## src/rtl/hex_scan_arbiter_if.sv

```systemverilog
// Request/display bus shared between the requesters and the hex scan arbiter.
interface hex_scan_arbiter_if;
  logic [3:0]  req;
  logic [63:0] data;
  logic [3:0]  grant;
  logic        busy;
  logic [3:0]  nibble;
  logic [3:0]  dig_n;

  modport master (output req, data, input grant, busy, nibble, dig_n);
  modport slave  (input req, data, output grant, busy, nibble, dig_n);
endinterface

```

## src/rtl/hex_scan_arbiter.sv

```systemverilog
// Round-robin owner of a shared hex decoder and 4-digit common-anode display;
// the owner keeps the display for DWELL cycles while its value is scanned out.
module hex_scan_arbiter #(
  parameter int DWELL    = 50_000_000,
  parameter int SCAN_DIV = 50_000
) (
  input logic               CLOCK_50,
  input logic               KEY0,
  hex_scan_arbiter_if.slave bus
);

  localparam int DW = (DWELL > 1) ? $clog2(DWELL) : 1;
  localparam int SW = (SCAN_DIV > 1) ? $clog2(SCAN_DIV) : 1;
  localparam logic [DW-1:0] DWELL_MAX = DW'(DWELL - 1);
  localparam logic [SW-1:0] SCAN_MAX  = SW'(SCAN_DIV - 1);

  typedef enum logic {IDLE = 1'b0, HOLD = 1'b1} state_t;

  state_t        r_state, w_state_nxt;
  logic [1:0]    r_rr_ptr, w_rr_ptr_nxt;
  logic [DW-1:0] r_dwell_cnt, w_dwell_nxt;
  logic [SW-1:0] r_scan_cnt, w_scan_nxt;
  logic [1:0]    r_idx, w_idx_nxt;
  logic [15:0]   r_shadow, w_shadow_nxt;
  logic [3:0]    r_grant, w_grant_nxt;
  logic          r_busy, w_busy_nxt;
  logic [3:0]    r_nibble, w_nibble_nxt;
  logic [3:0]    r_dig_n, w_dig_n_nxt;
  logic          w_found;
  logic [1:0]    w_winner;

  // Round-robin search starting just after the last owner.
  always_comb begin
    w_found  = 1'b0;
    w_winner = 2'd0;
    for (int k = 1; k <= 4; k++) begin
      if (!w_found && bus.req[r_rr_ptr + 2'(k)]) begin
        w_found  = 1'b1;
        w_winner = r_rr_ptr + 2'(k);
      end else begin
        w_found  = w_found;
      end
    end
  end

  // Next-state logic: arbitration, dwell timing, scanning and display.
  always_comb begin
    w_state_nxt  = r_state;
    w_rr_ptr_nxt = r_rr_ptr;
    w_dwell_nxt  = r_dwell_cnt;
    w_shadow_nxt = r_shadow;
    w_grant_nxt  = r_grant;
    w_busy_nxt   = r_busy;
    w_scan_nxt   = r_scan_cnt + SW'(1);
    w_idx_nxt    = r_idx;
    w_nibble_nxt = 4'h0;
    w_dig_n_nxt  = 4'b1111;

    if (r_scan_cnt == SCAN_MAX) begin
      w_scan_nxt = '0;
      w_idx_nxt  = r_idx + 2'd1;
    end else begin
      w_idx_nxt  = r_idx;
    end

    // Display reads the current shadow, so a new grant appears one edge late.
    if (r_state == HOLD) begin
      w_nibble_nxt = r_shadow[{r_idx, 2'b00} +: 4];
      w_dig_n_nxt  = ~(4'b0001 << r_idx);
    end else begin
      w_nibble_nxt = 4'h0;
      w_dig_n_nxt  = 4'b1111;
    end

    case (r_state)
      IDLE, HOLD: begin
        if (r_state == HOLD && r_dwell_cnt != '0) begin
          w_dwell_nxt = r_dwell_cnt - DW'(1);
        end else if (w_found) begin
          w_state_nxt  = HOLD;
          w_rr_ptr_nxt = w_winner;
          w_dwell_nxt  = DWELL_MAX;
          w_shadow_nxt = bus.data[{w_winner, 4'b0000} +: 16];
          w_grant_nxt  = 4'b0001 << w_winner;
          w_busy_nxt   = 1'b1;
        end else begin
          w_state_nxt  = IDLE;
          w_grant_nxt  = 4'b0000;
          w_busy_nxt   = 1'b0;
        end
      end
      default: begin
        w_state_nxt = IDLE;
        w_grant_nxt = 4'b0000;
        w_busy_nxt  = 1'b0;
      end
    endcase
  end

  // State and output registers.
  always_ff @(posedge CLOCK_50 or negedge KEY0) begin
    if (!KEY0) begin
      r_state     <= IDLE;
      r_rr_ptr    <= 2'd3;
      r_dwell_cnt <= '0;
      r_scan_cnt  <= '0;
      r_idx       <= 2'd0;
      r_shadow    <= 16'h0000;
      r_grant     <= 4'b0000;
      r_busy      <= 1'b0;
      r_nibble    <= 4'h0;
      r_dig_n     <= 4'b1111;
    end else begin
      r_state     <= w_state_nxt;
      r_rr_ptr    <= w_rr_ptr_nxt;
      r_dwell_cnt <= w_dwell_nxt;
      r_scan_cnt  <= w_scan_nxt;
      r_idx       <= w_idx_nxt;
      r_shadow    <= w_shadow_nxt;
      r_grant     <= w_grant_nxt;
      r_busy      <= w_busy_nxt;
      r_nibble    <= w_nibble_nxt;
      r_dig_n     <= w_dig_n_nxt;
    end
  end

  assign bus.grant  = r_grant;
  assign bus.busy   = r_busy;
  assign bus.nibble = r_nibble;
  assign bus.dig_n  = r_dig_n;

endmodule

```

## src/flat_wrapper.sv

```systemverilog
// flat-port wrapper written by rule: the top's interface ports become plain ports
module hex_scan_arbiter_flat 
#(
  parameter int DWELL    = 50_000_000,
  parameter int SCAN_DIV = 50_000
)
  (CLOCK_50, KEY0, bus_req, bus_data, bus_grant, bus_busy, bus_nibble, bus_dig_n);
  hex_scan_arbiter_if bus_i ();
  input logic CLOCK_50;
  input logic KEY0;
  input wire logic [$bits(bus_i.req)-1:0] bus_req;
  input wire logic [$bits(bus_i.data)-1:0] bus_data;
  output wire logic [$bits(bus_i.grant)-1:0] bus_grant;
  output wire logic [$bits(bus_i.busy)-1:0] bus_busy;
  output wire logic [$bits(bus_i.nibble)-1:0] bus_nibble;
  output wire logic [$bits(bus_i.dig_n)-1:0] bus_dig_n;
  assign bus_i.req = bus_req;
  assign bus_i.data = bus_data;
  assign bus_grant = bus_i.grant;
  assign bus_busy = bus_i.busy;
  assign bus_nibble = bus_i.nibble;
  assign bus_dig_n = bus_i.dig_n;
  hex_scan_arbiter #(.DWELL(DWELL), .SCAN_DIV(SCAN_DIV)) u_core (.CLOCK_50(CLOCK_50), .KEY0(KEY0), .bus(bus_i));
endmodule
```

## config.mk

```make
export PLATFORM = sky130hd
export DESIGN_NAME = hex_scan_arbiter_flat
export DESIGN_NICKNAME = d
export VERILOG_FILES = /design/src/rtl/hex_scan_arbiter_if.sv /design/src/rtl/hex_scan_arbiter.sv /design/src/flat_wrapper.sv
export SDC_FILE = /design/constraint.sdc
export NUM_CORES = 1
export LEC_CHECK = 0
export CAP_MARGIN = 20
export CORE_ASPECT_RATIO = 0.7
export CORE_UTILIZATION = 50
export DETAILED_ROUTE_END_ITERATION = 8
export PLACE_DENSITY = 0.86
export SYNTH_ARGS = -nofsm -noshare
export SYNTH_HDL_FRONTEND = slang
export SYNTH_SLANG_ARGS = --single-unit
```

## constraint.sdc

```tcl
create_clock -name CLOCK_50 -period 6 [get_ports CLOCK_50]
set_input_delay 0.6 -clock CLOCK_50 [delete_from_list [all_inputs] [get_ports CLOCK_50]]
set_output_delay 0.6 -clock CLOCK_50 [all_outputs]
set_load 0.01 [all_outputs]
```

==> impl_metrics.toml <==
[logic_synthesis]
ys.flop_type = "dfrtp_1"
ys_ff_latch = 75
syn_area_mm2 = 0.00430
synth_nets = 513
async_reset_ff_frac = 1.00
synth_cell_type_count = 55
synth-edff-count = 0
synthCells = 436
syn_avg_cell_area_um2 = 9.86
synth-warning-count = 0
synth-seq-area-share = 0.438

[routing]
avgViaCountPerCell = 6.26
num_vias = 3825
wirelength_mm = 11.2
drcViolationCount = 0
ant_nets = 0
wl_per_cell_um = 18.4
dr.pass1.iters = 5
drtIter0Drc = 303

[clock_network]
clk_latency_ps = 340
cts_buffer_depth = 2
cts_tree = "done"
cts_buffers = 9
cts-resized-gates = 0
clkTransAtPathRegs_ps = 60
post_cts_buffers = 0
cts.sinks = 75
htreeDepth = 3
clock-root-buffer = "clkbuf_16"
cts_hold_buf = 0

[power]
p_int_mw = 0.988
switching_share = 0.272
p_leak_nw = 2.18
combPwrFrac = 0.170
p_clk_frac = 0.397
power-per-cell-area_mw_per_mm2 = 247
netSwitchingPower_mw = 0.369
seq_power_share = 0.433
ir_drop_v = 0.000160

[timing]
setup-violations-final = 0
drv_slew = 0
rsz0062_at_grt = "no"
clock-skew-final_ps = 6.51
slew_headroom = 0.298
min_period_ps = 3360
max_freq_mhz = 298
finalHoldViolCount = 0
fin_setup_tns_ps = 0
fin_crit_sh = 0.560
tightest_slew_ps = 1050

[worst_setup_path]
crit_arrival_ps = 3590
worstSetupEndpointType = "flip-flop"
critPathKind = "reg2reg"
slowest_delay_ps = 920
crit_path_start_kind = "flip-flop"
path_cells = "nor4_1 > nand4b_1 > o31ai_4 > nand2_4 > o31ai_1"
critPathRequiredTime_ps = 6230
crit_slowest_cell = "o31ai_4"
crit_fanout = 25

[layout]
multi_input_area_mm2 = 0.00224
stdcell_area_mm2 = 0.00549
area_growth_pct = 27.6
nNetsFinal = 582
register_area_mm2 = 0.00188
layout-drive-gt1-share = 0.0922
diodes = 0
num-fill-cells = 618
utilization = 0.677

[min_path]
hp-class = "in2async"

[global_route]
grt_antenna_before_repair = 0
grt_pass1_wl_mm = 18.0
grt_max_degree = 76
grtUsageTotal = 0.258
grt_pass1_vias = 3663
grt_overflow_total = 0

[die]
die-area_mm2 = 0.00898
fp-row-count = 27
die_height_um = 79.6
fp.dieW_um = 113
design.core.area_mm2 = 0.00811
io_pins = 83
start_util = 0.530

[job]
cap_violations = 0

[placed_design]
detailed_place.area_mm2 = 0.00514
io_buffers = 82
dp_hpwl_mm = 7.76
gp_congestion = 0.828

[status]
status = "complete, no violations"
layout by cell type, fill, tap and decap left out, types with 5 or more instances in the layout:
| cell type | netlist | layout |
|---|---|---|
| xor2_1 | 7 | 7 |
| dfrtp_1 | 69 | 69 |
| inv_1 | 7 | 7 |
| o31ai_1 | 27 | 27 |
| clkdlybuf4s50_1 | 0 | 81 |
| dfstp_2 | 6 | 6 |
| xnor2_1 | 7 | 7 |
| nand3_1 | 15 | 15 |
| nor3_1 | 22 | 22 |
| a21boi_0 | 33 | 33 |
| o21ai_0 | 10 | 10 |
| o21ai_1 | 20 | 20 |
| and2_1 | 7 | 7 |
| and3_1 | 7 | 7 |
| nor2_1 | 17 | 17 |
| a21oi_1 | 9 | 9 |
| a211oi_1 | 32 | 32 |
| nor4_1 | 9 | 8 |
| o41ai_1 | 5 | 5 |
| clkbuf_16 | 0 | 9 |
| ha_1 | 7 | 7 |
| nand2_1 | 29 | 29 |
worst max-delay path: cells and delay by family, from the launching register on:
kind / cells / cell delay (ps)
DFF: 1 / 440
and+or+nand+nor: 3 / 1530
AOI/OAI and AO/OA: 2 / 1270
area by class of cell:
type                    count  area share
clock inverters             4     0.00935
clock buffers              12      0.0449
multi-input cells         322       0.408
flip-flops and latches     75       0.343
repair buffers             89       0.166
well taps                 101      0.0230
inverters                   8     0.00547
routing by layer:
metal  track usage  up-vias  part of all wire
met5             0        -                 0
met4        0.0840        0             0.014
met3        0.0585       17             0.058
met2         0.402      123              0.48
met1         0.357     1895              0.45
li1              -     1790                 -
state kept, by name, summed over array words and instances, names as in the netlist:
register,cells
u_core.bus.dig_n,4
u_core.bus.busy,1
u_core.r_shadow,16
u_core.r_idx,2
u_core.bus.nibble,4
u_core.r_rr_ptr,2
u_core.r_dwell_cnt,26
u_core.r_scan_cnt,16
u_core.bus.grant,4
final timing paths:
check | from | end | slack, ps | cells after the start
max | u_core.r_dwell_cnt[2] | u_core.r_shadow[15] | 2640 | 5
min reg2reg | u_core.r_scan_cnt[10] | u_core.r_scan_cnt[10] | 500 | 1
max in group asynchronous | KEY0 | u_core.r_dwell_cnt[13] | 4870 | 2
max reg2reg | u_core.r_dwell_cnt[2] | u_core.r_shadow[15] | 2640 | 5
min in group CLOCK_50 | u_core.r_scan_cnt[10] | u_core.r_scan_cnt[10] | 500 | 1
min | KEY0 | u_core.r_scan_cnt[10] | 490 | 2
synth_stat cells (all sizes together), types with 8 or more instances:
| library cell | n | area (µm²) |
|---|---|---|
| nor2 | 18 | 75.1 |
| nand3 | 15 | 75.1 |
| o21ai | 30 | 150 |
| nand2 | 30 | 120 |
| o31ai | 29 | 236 |
| dfrtp | 69 | 1730 |
| inv | 8 | 30.0 |
| a21boi | 34 | 255 |
| nor3 | 22 | 110 |
| nor4 | 10 | 68.8 |
| clkbuf | 20 | 75.1 |
| a21oi | 9 | 45.0 |
| a211oi | 32 | 240 |
| buf | 11 | 82.6 |
power groups by stage:
stage	combinational [mW]	clock [mW]	sequential (mW)
final	0.231	0.538	0.588
after global routing	0.253	0.566	0.594
after CTS	0.225	0.545	0.587
after detailed placement	0.224	0	0.595
after global placement	0.212	0	0.591
after floorplan	0.135	0	0.583
metrics by stage:
stage | instances | worst slack (ps) | power (mW) | hold WS, ps
after detailed placement | 593 | 2160 | 0.818 | 474
after CTS | 609 | 2500 | 1.36 | 494
after global routing | 611 | 2410 | 1.41 | 509
final | 611 | 2640 | 1.36 | 489
after floorplan | 436 | 3640 | 0.718 | 304
after global placement | 592 | 2230 | 0.803 | 471
cell families after synthesis:
| kind of cell | after synthesis | synth area share |
|---|---|---|
| compound gates | 163 | 0.275 |
| simple gates | 130 | 0.164 |
| flops | 75 | 0.438 |
| buf+inv | 39 | 0.0437 |
| xor+xnor | 14 | 0.0285 |
| mux | 8 | 0.0303 |
| fa+ha+maj | 7 | 0.0204 |
Note: power is estimated with default switching activity, not from simulation.
